[src/rtl/setpoint_ramp_pkg.sv]
// Shared types and constants for the setpoint ramp sequencer.
//   - state_t   : playback FSM states
//   - segment_t : one ramp segment {target, step, dwell}, 44 bits
//   - accumulator is signed Q12.12; the setpoint is its integer part
package setpoint_ramp_pkg;

   localparam int SETPOINT_W   = 12;
   localparam int STEP_W       = 16;
   localparam int FRAC_BITS    = 12;
   localparam int SEG_DWELL_W  = 16;
   localparam int ACC_W        = SETPOINT_W + FRAC_BITS;
   localparam int ACC_XW       = ACC_W + 1;

   localparam int SETPOINT_MAX = 2047;
   localparam int SETPOINT_MIN = -2048;

   typedef enum logic [2:0] {
      IDLE  = 3'd0,
      LOAD  = 3'd1,
      RAMP  = 3'd2,
      DWELL = 3'd3,
      DONE  = 3'd4
   } state_t;

   typedef struct packed {
      logic signed [SETPOINT_W-1:0] target;
      logic        [STEP_W-1:0]     step;
      logic        [SEG_DWELL_W-1:0] dwell;
   } segment_t;

   localparam logic signed [ACC_W:0] ACC_HI =
      ACC_XW'((SETPOINT_MAX * (2 ** FRAC_BITS)) + (2 ** FRAC_BITS) - 1);
   localparam logic signed [ACC_W:0] ACC_LO =
      ACC_XW'(SETPOINT_MIN * (2 ** FRAC_BITS));

   function automatic logic signed [ACC_W-1:0] target_to_acc(
      input logic signed [SETPOINT_W-1:0] t);
      return {t, {FRAC_BITS{1'b0}}};
   endfunction

   // Bounds a one-bit-wider intermediate back into the Q12.12 range.
   function automatic logic signed [ACC_W-1:0] sat_acc(
      input logic signed [ACC_W:0] v);
      if (v > ACC_HI) begin
         return ACC_HI[ACC_W-1:0];
      end else if (v < ACC_LO) begin
         return ACC_LO[ACC_W-1:0];
      end else begin
         return v[ACC_W-1:0];
      end
   endfunction

endpackage

[src/rtl/setpoint_segment_ram.sv]
// Segment table storage: NUM_SEG x segment_t, one write port, registered read.
// Contents are deliberately not reset.
//   clock      : system clock
//   i_wr_en    : write strobe
//   i_wr_addr  : write address
//   i_wr_data  : segment to store
//   i_rd_addr  : read address (sampled every cycle)
//   o_rd_data  : segment at i_rd_addr, one cycle later
module setpoint_segment_ram
   import setpoint_ramp_pkg::*;
#(
   parameter int NUM_SEG = 8,
   parameter int SEG_AW  = 3
) (
   input  logic              clock,
   input  logic              i_wr_en,
   input  logic [SEG_AW-1:0] i_wr_addr,
   input  segment_t          i_wr_data,
   input  logic [SEG_AW-1:0] i_rd_addr,
   output segment_t          o_rd_data
);

   segment_t r_mem [NUM_SEG];

   always_ff @(posedge clock) begin
      if (i_wr_en) begin
         r_mem[i_wr_addr] <= i_wr_data;
      end
      o_rd_data <= r_mem[i_rd_addr];
   end

endmodule

[src/rtl/setpoint_ramp_sequencer.sv]
// Setpoint ramp sequencer: plays back a table of {target, slew, dwell}
// segments and drives the 12-bit signed setpoint of the PID loop.
//
// Ports:
//   clock, reset          : system clock, async active-high reset
//   startIn / abortIn     : start playback at segment 0 / stop and hold
//   numSegmentsIn         : segments to play (0 -> 1), sampled at start
//   wrEnIn, wrAddrIn,
//   wrTargetIn, wrStepIn,
//   wrDwellIn             : table write port (accepted in IDLE/DONE only)
//   setpointOut           : integer part of the Q12.12 accumulator
//   busyOut, doneOut      : playback active / end-of-table pulse
//   segIndexOut           : segment currently executing
//   rampingOut            : high in RAMP
//   wrRejectOut           : pulse the cycle after a dropped write
//
// Build option: define SETPOINT_RAMP_LOOP_EN to wrap from the last segment
// back to segment 0 forever (doneOut pulses at each wrap).
//
// state | meaning
// IDLE  | waiting for startIn, setpoint held
// LOAD  | table read of segIndex in flight
// RAMP  | accumulator slewing toward target
// DWELL | holding target for dwell+1 cycles
// DONE  | last segment finished, doneOut high for this cycle
module setpoint_ramp_sequencer
   import setpoint_ramp_pkg::*;
#(
   parameter int NUM_SEG = 8,
   parameter int SEG_AW  = 3,
   parameter int DWELL_W = SEG_DWELL_W
) (
   input  logic                         clock,
   input  logic                         reset,
   input  logic                         startIn,
   input  logic                         abortIn,
   input  logic [SEG_AW:0]              numSegmentsIn,
   input  logic                         wrEnIn,
   input  logic [SEG_AW-1:0]            wrAddrIn,
   input  logic signed [SETPOINT_W-1:0] wrTargetIn,
   input  logic [STEP_W-1:0]            wrStepIn,
   input  logic [DWELL_W-1:0]           wrDwellIn,
   output logic signed [SETPOINT_W-1:0] setpointOut,
   output logic                         busyOut,
   output logic                         doneOut,
   output logic [SEG_AW-1:0]            segIndexOut,
   output logic                         rampingOut,
   output logic                         wrRejectOut
);

   localparam int CNT_W = SEG_AW + 1;

   state_t                  r_state;
   state_t                  w_next_state;
   logic signed [ACC_W-1:0] r_acc;
   logic [DWELL_W-1:0]      r_cnt;
   logic [SEG_AW-1:0]       r_seg_index;
   logic [SEG_AW:0]         r_num_seg;
   logic                    r_done;
   logic                    r_wr_reject;

   segment_t                w_wr_seg;
   segment_t                w_seg;
   logic                    w_wr_ok;
   logic                    w_wr_en;
   logic signed [ACC_W-1:0] w_tgt_acc;
   logic signed [ACC_W:0]   w_acc_ext;
   logic signed [ACC_W:0]   w_tgt_ext;
   logic signed [ACC_W:0]   w_step_ext;
   logic signed [ACC_W:0]   w_next_acc;
   logic                    w_up;
   logic                    w_reach;
   logic                    w_dwell_end;
   logic                    w_last;
   logic [SEG_AW:0]         w_seg_inc;
   logic [SEG_AW:0]         w_num_req;

   // Table writes only while no segment can be mid-read.
   assign w_wr_ok = (r_state == IDLE) || (r_state == DONE);
   assign w_wr_en = wrEnIn && w_wr_ok;

   always_comb begin
      w_wr_seg        = '0;
      w_wr_seg.target = wrTargetIn;
      w_wr_seg.step   = wrStepIn;
      w_wr_seg.dwell  = wrDwellIn;
   end

   // Read address is the live segment index; the registered output is
   // valid from the cycle after LOAD and stays put while the index is stable.
   setpoint_segment_ram #(
      .NUM_SEG (NUM_SEG),
      .SEG_AW  (SEG_AW)
   ) u_ram (
      .clock     (clock),
      .i_wr_en   (w_wr_en),
      .i_wr_addr (wrAddrIn),
      .i_wr_data (w_wr_seg),
      .i_rd_addr (r_seg_index),
      .o_rd_data (w_seg)
   );

   // One guard bit so acc +/- step cannot wrap before the reach test.
   assign w_tgt_acc  = target_to_acc(w_seg.target);
   assign w_acc_ext  = {r_acc[ACC_W-1], r_acc};
   assign w_tgt_ext  = {w_tgt_acc[ACC_W-1], w_tgt_acc};
   assign w_step_ext = {{(ACC_XW - STEP_W){1'b0}}, w_seg.step};
   assign w_up       = w_tgt_ext > w_acc_ext;
   assign w_next_acc = w_up ? (w_acc_ext + w_step_ext) : (w_acc_ext - w_step_ext);
   assign w_reach    = (w_seg.step == '0) || (w_acc_ext == w_tgt_ext) ||
                       (w_up ? (w_next_acc >= w_tgt_ext) : (w_next_acc <= w_tgt_ext));

   assign w_dwell_end = (r_cnt == '0);
   assign w_seg_inc   = {1'b0, r_seg_index} + CNT_W'(1);
   assign w_last      = (w_seg_inc >= r_num_seg);

   always_comb begin
      w_num_req = numSegmentsIn;
      if (numSegmentsIn == '0) begin
         w_num_req = CNT_W'(1);
      end else if (numSegmentsIn > CNT_W'(NUM_SEG)) begin
         w_num_req = CNT_W'(NUM_SEG);
      end
   end

   always_ff @(posedge clock or posedge reset) begin
      if (reset) begin
         r_state <= IDLE;
      end else begin
         r_state <= w_next_state;
      end
   end

   always_comb begin
      w_next_state = r_state;
      case (r_state)
         IDLE: begin
            if (startIn) begin
               w_next_state = LOAD;
            end
         end
         LOAD: begin
            w_next_state = abortIn ? IDLE : RAMP;
         end
         RAMP: begin
            if (abortIn) begin
               w_next_state = IDLE;
            end else if (w_reach) begin
               w_next_state = DWELL;
            end
         end
         DWELL: begin
            if (abortIn) begin
               w_next_state = IDLE;
            end else if (w_dwell_end) begin
               if (!w_last) begin
                  w_next_state = LOAD;
               end else begin
`ifdef SETPOINT_RAMP_LOOP_EN
                  w_next_state = LOAD;
`else
                  w_next_state = DONE;
`endif
               end
            end
         end
         DONE: begin
            w_next_state = IDLE;
         end
         default: begin
            w_next_state = IDLE;
         end
      endcase
   end

   always_ff @(posedge clock or posedge reset) begin
      if (reset) begin
         r_acc       <= '0;
         r_cnt       <= '0;
         r_seg_index <= '0;
         r_num_seg   <= CNT_W'(1);
         r_done      <= 1'b0;
         r_wr_reject <= 1'b0;
      end else begin
         r_wr_reject <= wrEnIn && !w_wr_ok;
         // Registered so it lines up with DONE, or with the wrap LOAD in loop mode.
         r_done      <= (r_state == DWELL) && !abortIn && w_dwell_end && w_last;
         case (r_state)
            IDLE: begin
               if (startIn) begin
                  r_seg_index <= '0;
                  r_num_seg   <= w_num_req;
               end
            end
            RAMP: begin
               if (!abortIn) begin
                  if (w_reach) begin
                     r_acc <= w_tgt_acc;
                     r_cnt <= w_seg.dwell;
                  end else begin
                     r_acc <= sat_acc(w_next_acc);
                  end
               end
            end
            DWELL: begin
               if (!abortIn) begin
                  if (w_dwell_end) begin
                     r_seg_index <= w_last ? '0 : w_seg_inc[SEG_AW-1:0];
                  end else begin
                     r_cnt <= r_cnt - DWELL_W'(1);
                  end
               end
            end
            default: begin
            end
         endcase
      end
   end

   always_comb begin
      setpointOut = r_acc[ACC_W-1:FRAC_BITS];
      busyOut     = 1'b0;
      rampingOut  = 1'b0;
      doneOut     = r_done;
      segIndexOut = r_seg_index;
      wrRejectOut = r_wr_reject;
      case (r_state)
         LOAD:    busyOut = 1'b1;
         RAMP: begin
            busyOut    = 1'b1;
            rampingOut = 1'b1;
         end
         DWELL:   busyOut = 1'b1;
         default: busyOut = 1'b0;
      endcase
   end

endmodule

[config.mk]
export PLATFORM = sky130hd
export DESIGN_NAME = setpoint_ramp_sequencer
export DESIGN_NICKNAME = d
export VERILOG_FILES = /design/src/rtl/setpoint_ramp_pkg.sv /design/src/rtl/setpoint_segment_ram.sv /design/src/rtl/setpoint_ramp_sequencer.sv
export SDC_FILE = /design/constraint.sdc
export NUM_CORES = 1
export LEC_CHECK = 0
export BUFFER_PORTS_ARGS = -buffer_cell sky130_fd_sc_hd__buf_2
export CAP_MARGIN = 10
export CORE_AREA = 2 2 161 280
export CTS_BUF_LIST = sky130_fd_sc_hd__clkbuf_16
export DETAILED_ROUTE_END_ITERATION = 8
export DIE_AREA = 0 0 163 282
export PLACE_DENSITY = 0.62
export SLEW_MARGIN = 20
export SYNTH_ARGS = -nofsm -noshare
export SYNTH_HDL_FRONTEND = slang
export SYNTH_SLANG_ARGS = --single-unit
[constraint.sdc]
create_clock -name clock -period 7 [get_ports clock]
set_input_delay 0.7 -clock clock [delete_from_list [all_inputs] [get_ports clock]]
set_output_delay 0.7 -clock clock [all_outputs]
set_load 0.05 [all_outputs]
### Yosys cells after proc, flatten, opt, wreduce, memory -nomap -nowiden

Memories as Yosys holds them, arrays and structs flattened. A register that Yosys moved wholly into a read port is not among the register bits.
Index checks and enable logic that the tools add are counted.

| word-level totals | value |
|---|---|
| bits in registers | 52 |
| bits in writable memories | 352 |
| bits of input ports | 56 |
| output and inout bits | 19 |
| word-level logic and storage cells | 84 |
| memories kept | 1 |

Memories:

| memory | words | bits a word | read ports | clocked after memory_dff | write ports | RTL line | source |
|---|---|---|---|---|---|---|---|
| u_ram.r_mem | 8 | 44 | 1 | 1 | 1 | setpoint_segment_ram.sv:23 | `segment_t r_mem [NUM_SEG];` |

| cells by class | value |
|---|---|
| add/sub/neg operators | 4 |
| order comparisons | 7 |
| equal/unequal tests | 13 |
| muxes and demuxes | 29 |
| bitwise logic cells | 1 |
| reductions and logical operators | 22 |

Operators by type and width:

| operator | number |
|---|---|
| 24-bit two-way mux | 3 |
| 16-bit two-way mux | 4 |
| 16-bit zero test | 2 |
| 16-bit one-hot mux with 2 select lines | 1 |
| 3-bit two-way mux | 10 |
| 24-bit by 17-bit adder with 25-bit output | 1 |
| 25-bit by 24-bit greater-or-equal comparator with 1-bit output | 1 |
| 25-bit by 24-bit greater-than comparator with 1-bit output (second input constant) | 1 |
| 25-bit by 24-bit <= comparator with 1-bit output | 1 |
| 25-bit by 24-bit < comparator with 1-bit output (second input constant) | 1 |
| 25-bit two-way mux | 1 |
| 24-bit by 17-bit subtractor with 25-bit output | 1 |
| 24-bit == test | 1 |
| 24-bit greater-than comparator | 1 |
| 16-bit by 1-bit subtractor with 16-bit output (second input constant) | 1 |
| 2-bit inequality test (second input constant) | 6 |
| 3-bit one-hot mux with 4 select lines | 1 |
| 4-bit two-way mux | 2 |
| 3-bit by 2-bit == test with 1-bit output (second input constant) | 2 |
| 3-bit inequality test (second input constant) | 2 |
| 3-bit one-hot mux with 2 select lines | 1 |
| 1-bit logical AND | 5 |
| 1-bit two-way mux | 5 |
| 5-bit AND reduction | 1 |
| 16 further kinds | 21 |

### Longest topological paths before layout

Gate-level depths: netlist (run 1).

| depth | value |
|---|---|
| depth after elaboration | 8 |
| depth in mapped cells | 31 |

### Modules after synthesis

Synthesis (run 1) repeated with hierarchy kept, for this count alone.

| unflattened totals | value |
|---|---|
| cells, all modules | 1261 |
| area, all modules | 19924.1 um^2 |

Modules (own cells, without submodules):

| module | times used | cells an instance | area an instance (um^2) |
|---|---|---|---|
| setpoint_segment_ram | 1 | 566 | 14186.1 |
| setpoint_ramp_sequencer | 1 | 695 | 5738.0 |

### Least setup slack after synthesis (run 1)

OpenSTA, ideal clock, no wires.

| timing | value |
|---|---|
| path kind | register -> register |
| from | register r_acc[23] |
| to | register r_cnt[3] |
| library setup time | 0.128 ns |
| data arrival time | 6.183 ns |
| slack | 0.689 ns |
| stages on the path, launching flop included | 29 |
| path buffers | 2 |
| clock period less this slack | 6.311 ns |
| cell sequence | dfrtp_1 > inv_1 > ha_1 > and4_1 > and3_1 > a31oi_1 > o21a_1 > clkbuf_1 > o31ai_1 > xor2_1 > ha_1 > a21o_1 > a21oi_1 > a211oi_1 > o311ai_1 > o21ai_1 > xnor2_1 > inv_1 > ha_1 > nand4_1 > nor4_1 > nand4_1 > nor2_1 > o2111ai_1 > nor4_1 > nor3_2 > nor2_1 > buf_2 > o22ai_1 |

| between the ends | value |
|---|---|
| longest elaborated chain between the ends | 7 |
| elaborated cells between the ends (all ways) | 12 |

RTL lines:

| element | RTL line | source |
|---|---|---|
| from (decl) | setpoint_ramp_sequencer.sv:55 | `logic signed [ACC_W-1:0] r_acc;` |
| from (signal assigned) | setpoint_ramp_sequencer.sv:198 | `r_acc <= w_tgt_acc;` |
| from (signal assigned) | setpoint_ramp_sequencer.sv:201 | `r_acc <= sat_acc(w_next_acc);` |
| 24-bit by 17-bit subtractor with 25-bit output (tied with other cells) | setpoint_ramp_sequencer.sv:109 | `assign w_next_acc = w_up ? (w_acc_ext + w_step_ext) : (w_acc_ext - w_step_ext);` |
| 25-bit two-way mux | setpoint_ramp_sequencer.sv:109 |  |
| 25-bit by 24-bit <= comparator with 1-bit output or 25-bit by 24-bit greater-or-equal comparator with 1-bit output (tied branches) | setpoint_ramp_sequencer.sv:111 | `(w_up ? (w_next_acc >= w_tgt_ext) : (w_next_acc <= w_tgt_ext));` |
| 1-bit two-way mux | setpoint_ramp_sequencer.sv:111 |  |
| 1-bit logical OR * | setpoint_ramp_sequencer.sv:110 | `assign w_reach = (w_seg.step == '0) \|\| (w_acc_ext == w_tgt_ext) \|\|` |
| 2-bit inequality test (no line) * | n/a |  |
| 5-bit AND reduction (no line) * | n/a |  |
| to (signal assigned) | setpoint_ramp_sequencer.sv:199 | `r_cnt <= w_seg.dwell;` |
| to (signal assigned) | setpoint_ramp_sequencer.sv:210 | `r_cnt <= r_cnt - DWELL_W'(1);` |
| to (decl) | setpoint_ramp_sequencer.sv:56 | `logic [DWELL_W-1:0] r_cnt;` |

Mark *: on every way between the ends. The rest lies on a longest branch, timed or not.
A chain may end at the register's enable or synchronous reset.

### Worst setup path in the final report (run 1)

| timing | value |
|---|---|
| from | register r_acc[23] |
| to | register r_acc[6] |

| between the ends | value |
|---|---|
| longest elaborated chain between the ends | 6 |
| elaborated cells between the ends (all ways) | 15 |

RTL lines:

| element | RTL line | source |
|---|---|---|
| 24-bit by 17-bit subtractor with 25-bit output (tied with other cells) | setpoint_ramp_sequencer.sv:109 |  |
| 25-bit two-way mux | setpoint_ramp_sequencer.sv:109 |  |
| 25-bit by 24-bit < comparator with 1-bit output (tied with other cells) | setpoint_ramp_pkg.sv:46 | `end else if (v < ACC_LO) begin` |
| 24-bit two-way mux or 1-bit two-way mux (tied branches) | setpoint_ramp_pkg.sv:46, setpoint_ramp_sequencer.sv:111 |  |
| 24-bit two-way mux or 1-bit logical OR (tied branches) | setpoint_ramp_pkg.sv:44, setpoint_ramp_sequencer.sv:110 |  |
| 24-bit two-way mux * | setpoint_ramp_sequencer.sv:197 | `if (w_reach) begin` |

Marked as above.

==> metrics.md, run 1 <==
| Metric | Value |
|---|---|
| Status | finished clean |
| Final hold violations | 0 |
| Multiplexer share of the synthesized area | 13.0% |
| Fin area | 22000 um2 |
| Peak Freq | 151 MHz |
| Hold_ws | 0.341 ns |
| Hold Path Stages | 2 |
| Final Skew | 0.0175 ns |
| Synth Flop Type | edfxtp_1 |
| Internal power | 0.00597 W |
| R2R setup slack | 0.36 ns |
| Detailed Place HPWL | 27.4 mm |
| Setup CP Type | reg2reg |
| Reg power frac | 34.2% |
| Cts bufs inserted | 40 |
| Placed instance area | 20600 um2 |
| Tmin final | 6.64 ns |
| Pin count of the biggest net entering global routing | 53 |
| Slowest stage cell, crit path | dfrtp_1 |
| P_leak | 7.73 nW |
| Clock Pin Slew Worst Setup and Hold Paths | 0.07 ns |
| Vias | 11100 |
| Compound-Gate Fraction of Synth Area | 7.81% |
| Initial Util | 44.6% |
| Initial antenna violation count | 6 |
| Slew headroom | 34.7% |
| CTS Sinks | 448 |
| Req. time, crit path | 7.43 ns |
| Worst path most repeated cell | ha_1 |
| Die Y | 282 um |
| Async set or reset register ratio after synthesis | 11.6% |
| DR vias/cell | 5.75 |
| Critical path peak fanout | 13 |
| #FFs+latches synth | 448 |
| Share of cells above drive strength 1 | 26.5% |
| IO buf count | 74 |
| P_sw | 0.00374 W |
| Min-delay src | numSegmentsIn[3] |
| HP Class | in2reg |
| DRC | 0 |
| Number of H-tree levels | 2 |
| R2R Path Start | r_acc[23]$_DFFE_PP0P_ |
| Share of the synthesized area in the top cell type | 54.4% |
| Syn Area/Cell | 15.7 um2 |
| Chip width | 163 um |
| Final worst-path cycle share | 94.9% |
| Arrival time worst endpoint | 7.07 ns |
| Slew Limit Fails | 0 |
| Top cells by area, synth | edfxtp_1 54%, mux4_2 10%, dfrtp_1 6.6% |
| Clk buf depth | 3 |
| MaxCap Viol Count | 0 |
| EDFF count, synth | 352 |
| Critical Path Max Stage Delay | 0.39 ns |
| Net count after synthesis | 1349 |
| Worst r2r path cells | 30 |
| Logic gate share of total power | 44.1% |
| Drt total wl | 44.0 mm |
| Crit start category | flip-flop |
| PwrDens | 442 nW/um2 |
| Clk pwr share | 21.7% |
| Cell accounting for the most synthesized area | edfxtp_1 |
| Switching share of power | 38.5% |
| Post-Synth Adder-Cell Area | 3.82% |
| Final ANT Viol Nets | 0 |
| R2r endpoint | r_acc[6]$_DFFE_PP0P_ |
| Die area | 46000 um2 |
| Register area share after synthesis | 65.6% |
| Fin nets | 1444 |
| Hold Buf Count CTS | 0 |
| Synth warnings | 0 |
| CP Capture Type | flip-flop |
| Area grow syn2layout | 12.9% |
| Synthesized cell area | 19400 um2 |
| Slew @ Worst Pin | 0.980 ns |
| Commonest non-fill, non-tap cell in the layout | edfxtp_1 |
| Syn Inst Count | 1236 |
| XOR/XNOR Fraction of Synth Area | 1.53% |
| 1st-pass router iterations | 5 |
| Peak supply drop | 0.266 mV |
| CTS tree | done |
| First-pass GRT wire length | 67.2 mm |
| Antenna Cells | 0 |
| Final global-route overflow total | 0 |
| Most frequent cells in the layout | 352 x edfxtp_1, 88 x mux4_2, 74 x buf_2 |
| Hold Path Sink | r_num_seg[0]$_DFFE_PP1P_ |
| Drt wl/cell | 22.8 um |
| Worst skew pair latency | 0.54 ns |
| FP Rows | 101 |
| Simple-Gate Fraction of Synth Area | 5.91% |
| Setup-failing EPs final | 0 |
| Largest family of logic cells by synthesized area | multiplexers |
| Placer Congestion | 0.943 |
| IO Pins | 75 |
| GRT Total Usage | 19.4% |
| Clk root buf | clkbuf_16 |
| Distinct cells, synth | 76 |
| DR iter-0 viols | 685 |
| Vias in the first global route | 11600 |
| Core ar. | 43600 um2 |
## sequential cells by signal, summed over array words and instances (netlist names)
name and count:
doneOut 1, u_ram.o_rd_data 44, segIndexOut 3, u_ram.r_mem 352, r_num_seg 4, r_cnt 16
r_acc 24, wrRejectOut 1, r_state 3
## layer usage
layer / part of all wire (%) / GRT usage (%)
met2: 52 / 34.8
met3: 3.8 / 3.19
met5: 0.10 / 0
met1: 39 / 22.6
met4: 4.8 / 9.12
## repair_timing
action,in CTS,in global routing
setup endpoints to repair,7,41
pin swaps,0,4
setup buffers,0,6
gates resized for setup,1,22
## synthesized netlist by cell type, types with 4 or more instances
| master | number |
|---|---|
| nor2b_1 | 9 |
| a211oi_1 | 9 |
| dfxtp_1 | 44 |
| a22o_1 | 5 |
| ha_1 | 56 |
| edfxtp_1 | 352 |
| o31ai_1 | 20 |
| inv_1 | 48 |
| a31oi_1 | 4 |
| nor4_1 | 12 |
| o211ai_1 | 6 |
| nor3_1 | 16 |
| dfrtp_1 | 51 |
| a22oi_2 | 7 |
| nand3_1 | 6 |
| clkbuf_1 | 34 |
| nor2_1 | 56 |
| mux4_2 | 88 |
| nand2b_1 | 12 |
| mux2_2 | 45 |
| buf_1 | 8 |
| nand2_1 | 61 |
| a21o_1 | 16 |
| and3_1 | 7 |
| o22ai_1 | 12 |
| nand4_1 | 9 |
| a21oi_1 | 46 |
| or2_2 | 4 |
| xor2_1 | 18 |
| xnor2_1 | 14 |
| o21ai_0 | 58 |
| buf_4 | 12 |
| o21a_1 | 12 |
| or4_1 | 7 |
| nand4b_1 | 4 |
## power groups by stage
| stage | clock network (W) | registers, W | logic [W] |
|---|---|---|---|
| finish | 0.00210 | 0.00332 | 0.00428 |
| global route | 0.00225 | 0.00335 | 0.00468 |
| CTS | 0.00215 | 0.00333 | 0.00402 |
| detailed placement | 0 | 0.00338 | 0.00401 |
| global placement | 0 | 0.00337 | 0.00398 |
| floorplan | 0 | 0.00328 | 0.00289 |
## cell type report
class | instances | area, um2
well taps | 566 | 708
clock inverters | 32 | 216
multi-input cells | 681 | 6390
fillers | 3665 | 21600
flip-flops and latches | 448 | 12800
repair buffers | 111 | 664
inverters | 49 | 189
clock buffers | 41 | 1030
## critical path, delay by kind of cell (launching register included)
family          cells  cell delay, ns
simple gates        9            1.58
fa+ha+maj           3            0.99
compound gates     10            2.32
buf+inv             5            0.80
xor+xnor            3            0.44
flops               1            0.39
## cells by family (layout without fill, tap and decap cells)
logic type / Yosys count / count (layout)
AOI/OAI and AO/OA: 228 / 228
xor gates and xnor gates: 33 / 33
adders and majority gates: 59 / 59
buffers and inverters: 107 / 233
DFF: 448 / 448
muxes: 136 / 136
and+or+nand+nor: 225 / 225
## worst max-delay path by stage
stage	to	slack, ns	startpoint
4_1_cts	r_acc[14]$_DFFE_PP0P_	0.06	r_acc[23]$_DFFE_PP0P_
3_3_place_gp	r_acc[16]$_DFFE_PP0P_	0.06	r_acc[23]$_DFFE_PP0P_
5_1_grt	r_acc[6]$_DFFE_PP0P_	-0.04	r_acc[23]$_DFFE_PP0P_
6_report	r_acc[6]$_DFFE_PP0P_	0.36	r_acc[23]$_DFFE_PP0P_
3_5_place_dp	r_acc[14]$_DFFE_PP0P_	-0.08	r_acc[23]$_DFFE_PP0P_
2_1_floorplan	r_cnt[3]$_DFFE_PP0P_	0.69	r_acc[23]$_DFFE_PP0P_
## metrics by stage
stage | TNS (ns) | std cells | power (W) | setup WS (ns) | utilization [%]
after floorplan | 0 | 1236 | 0.00617 | 0.689 | -
after global placement | 0 | 1849 | 0.00735 | 0.0644 | 47.1
after detailed placement | -0.457 | 1849 | 0.00739 | -0.0782 | 47.2
after CTS | 0 | 1922 | 0.00950 | 0.0605 | 50.0
after global routing | -0.0602 | 1928 | 0.0103 | -0.0350 | 50.4
final | 0 | 1928 | 0.00971 | 0.358 | 50.4
No activity file was read; power rests on OpenSTA's default activity.
==> run 2: changes to the inputs <==
Settings changed: GPL_ROUTABILITY_DRIVEN set to 0, REMOVE_ABC_BUFFERS set to 1.
==> metrics.md, run 2 (same netlist as run 1, synthesis figures left out) <==
| Metric | Value |
|---|---|
| Worst path bufs/invs | 3 (-2) |
| Share of cells above drive strength 1 | 25.4% (-1.1 points) |
| FP Rows | 101 (unchanged) |
| R2R setup slack | 0.48 ns (+0.12 ns) |
| Setup CP Type | reg2reg |
| Crit start category | flip-flop |
| Fin area | 21900 um2 (-0.14%) |
| R2R Path Start | u_ram.o_rd_data[22]$_DFF_P_ |
| Die area | 46000 um2 (unchanged) |
| Final hold violations | 0 (unchanged) |
| Final worst-path cycle share | 93.2% (-1.7 points) |
| Die Y | 282 um (unchanged) |
| Slew Limit Fails | 0 (unchanged) |
| Detailed Place HPWL | 29.2 mm (+6.6%) |
| Regs by FF count | u_ram.r_mem (352), u_ram.o_rd_data (44), r_acc (24) |
| PwrDens | 434 nW/um2 (-1.8%) |
| Metal2 WL | 24.0 mm (+5.2%) |
| CP Capture Type | flip-flop |
| Slew @ Worst Pin | 0.843 ns (-0.137 ns) |
| First-pass GRT wire length | 68.4 mm (+1.8%) |
| Hold Path Sink | r_num_seg[0]$_DFFE_PP1P_ |
| Number of H-tree levels | 2 (unchanged) |
| Setup crit start | u_ram.o_rd_data[22]$_DFF_P_ |
| Clk buf depth | 3 (unchanged) |
| Setup-failing EPs final | 0 (unchanged) |
| Area grow syn2layout | 12.8% |
| Clk root buf | clkbuf_16 |
| Initial Util | 44.6% (unchanged) |
| Req. time, crit path | 7.42 ns (about the same) |
| DR vias/cell | 5.69 (-1.1%) |
| Worst r2r path cells | 26 (-13%) |
| Crit-path leading delay family | simple AND/OR/NAND/NOR gates |
| Initial antenna violation count | 5 (-1) |
| Vias | 11000 (-0.78%) |
| Hold Buf Count CTS | 0 (unchanged) |
| Clock Pin Slew Worst Setup and Hold Paths | 0.07 ns (about the same) |
| Fin nets | 1450 (+0.42%) |
| Status | finished clean |
| Min-delay src | numSegmentsIn[3] |
| Slowest stage cell, crit path | or4_4 |
| R2r endpoint | r_acc[22]$_DFFE_PP0P_ |
| Final std cells w/o fill | 1934 (+0.31%) |
| Final Skew | 0.0165 ns (-0.00107 ns) |
| DRC | 0 (unchanged) |
| Arrival time worst endpoint | 6.94 ns (-0.13 ns) |
| Biggest register | u_ram.r_mem |
| Core ar. | 43600 um2 (unchanged) |
| Chip width | 163 um (unchanged) |
| Antenna Cells | 0 (unchanged) |
| M1 WL | 16.5 mm (-4.6%) |
| Final global-route overflow total | 0 (unchanged) |
| Critical path peak fanout | 13 (unchanged) |
| Cts bufs inserted | 39 (-2.5%) |
| P_leak | 7.77 nW (+0.41%) |
| Peak Freq | 153 MHz (+1.8%) |
| DR iter-0 viols | 704 (+2.8%) |
| Crit. path cell count | 26 (-13%) |
| Peak supply drop | 0.339 mV (+27%) |
| Post-placement cell count | 1862 (+0.70%) |
| CTS tree | done |
| Tmin final | 6.52 ns (-0.118 ns) |
| HP Class | in2reg |
| Worst skew pair latency | 0.55 ns (about the same) |
| Largest register FFs | 352 (unchanged) |
| Placed instance area | 20700 um2 (+0.54%) |
| 1st-pass router iterations | 5 (unchanged) |
| Routed wire length on met3 | 1.69 mm (about the same) |
| Top Layer Used | met5 |
| Final ANT Viol Nets | 0 (unchanged) |
| IO buf count | 74 (unchanged) |
| MaxCap Viol Count | 0 (unchanged) |
| Commonest non-fill, non-tap cell in the layout | edfxtp_1 |
| Hold Path Stages | 2 (unchanged) |
| IO Pins | 75 (unchanged) |
| Pin count of the biggest net entering global routing | 55 (+3.8%) |
| CTS Sinks | 448 (unchanged) |
| Critical Path Max Stage Delay | 0.56 ns (+0.17 ns) |
| GRT Total Usage | 19.8% (+0.43 points) |
| Drt total wl | 44.2 mm (+0.58%) |
| Vias in the first global route | 11800 (+1.4%) |
| Drt wl/cell | 22.9 um (+0.27%) |
| Most frequent cells in the layout | 352 x edfxtp_1, 88 x mux4_2, 74 x buf_2 |
| Slew headroom | 43.8% (+9.1 points) |
==> run 2: where the power goes <==
part	switching (W)	total [W]	internal, W
logic	0.00255	0.00419	0.00164
registers	0.000181	0.00329	0.00311
clock network	0.000934	0.00205	0.00112
==> run 2: layout make-up <==
type                       instances  area, um2
fill                            3665      21700
sequential                       448      12800
tap                              566        708
inverter                          49        189
timing repair buffer             118        738
clock buffer                      40       1000
clock inverter                    32        210
multi-input combinational        681       6320
==> run 2: per-layer routing <==
layer | global-route usage (%) | vias to the layer above
met5 | 0 | -
met4 | 9.19 | 6
met3 | 2.85 | 105
met2 | 36.3 | 231
met1 | 22.8 | 5615
li1 | - | 5048
==> run 2: worst register-to-register path, stage by stage, from the launching register on <==
cell and delay (ns):
dfxtp_1 0.36, or4_4 0.56, or4_4 0.45, nand2b_1 0.17, or4_1 0.53, nand2_1 0.14
xor2_1 0.07, ha_1 0.42, nand2_1 0.07, o21ai_0 0.44, nor2_1 0.09, a21oi_1 0.27
a21oi_1 0.16, xor2_2 0.27, clkinv_4 0.11, ha_1 0.33, nand4_1 0.16, nor4_1 0.36
nand4_1 0.13, nor2_1 0.11, o2111ai_1 0.10, nor4_1 0.23, buf_4 0.19, nor3_4 0.06
buf_4 0.22, o21ai_0 0.27, a22oi_2 0.12
==> run 2: worst max-delay path by stage <==
stage                                 end  slack (ns)
floorplan           r_cnt[11]$_DFFE_PP0P_        0.08
global placement     r_cnt[2]$_DFFE_PP0P_        0.32
detailed placement   r_cnt[2]$_DFFE_PP0P_        0.21
CTS                  r_cnt[2]$_DFFE_PP0P_        0.17
global route        r_acc[22]$_DFFE_PP0P_       -0.04
finish              r_acc[22]$_DFFE_PP0P_        0.48
==> run 2: repair_timing <==
action	4_1_cts	5_1_grt
resized for setup	0	7
setup endpoints to repair	0	40
buffers inserted	0	0
==> run 2: stage by stage <==
step | hold slack (ns) | setup slack, ns | TNS (ns) | util [%] | total power (W)
detailed placement | 0.484 | 0.210 | 0 | 47.4 | 0.00747
global route | 0.348 | -0.0361 | -0.118 | 50.3 | 0.0101
floorplan | 0.450 | 0.0790 | 0 | - | 0.00611
finish | 0.341 | 0.476 | 0 | 50.3 | 0.00952
CTS | 0.325 | 0.174 | 0 | 50.2 | 0.00954
global placement | 0.476 | 0.321 | 0 | 47.4 | 0.00746
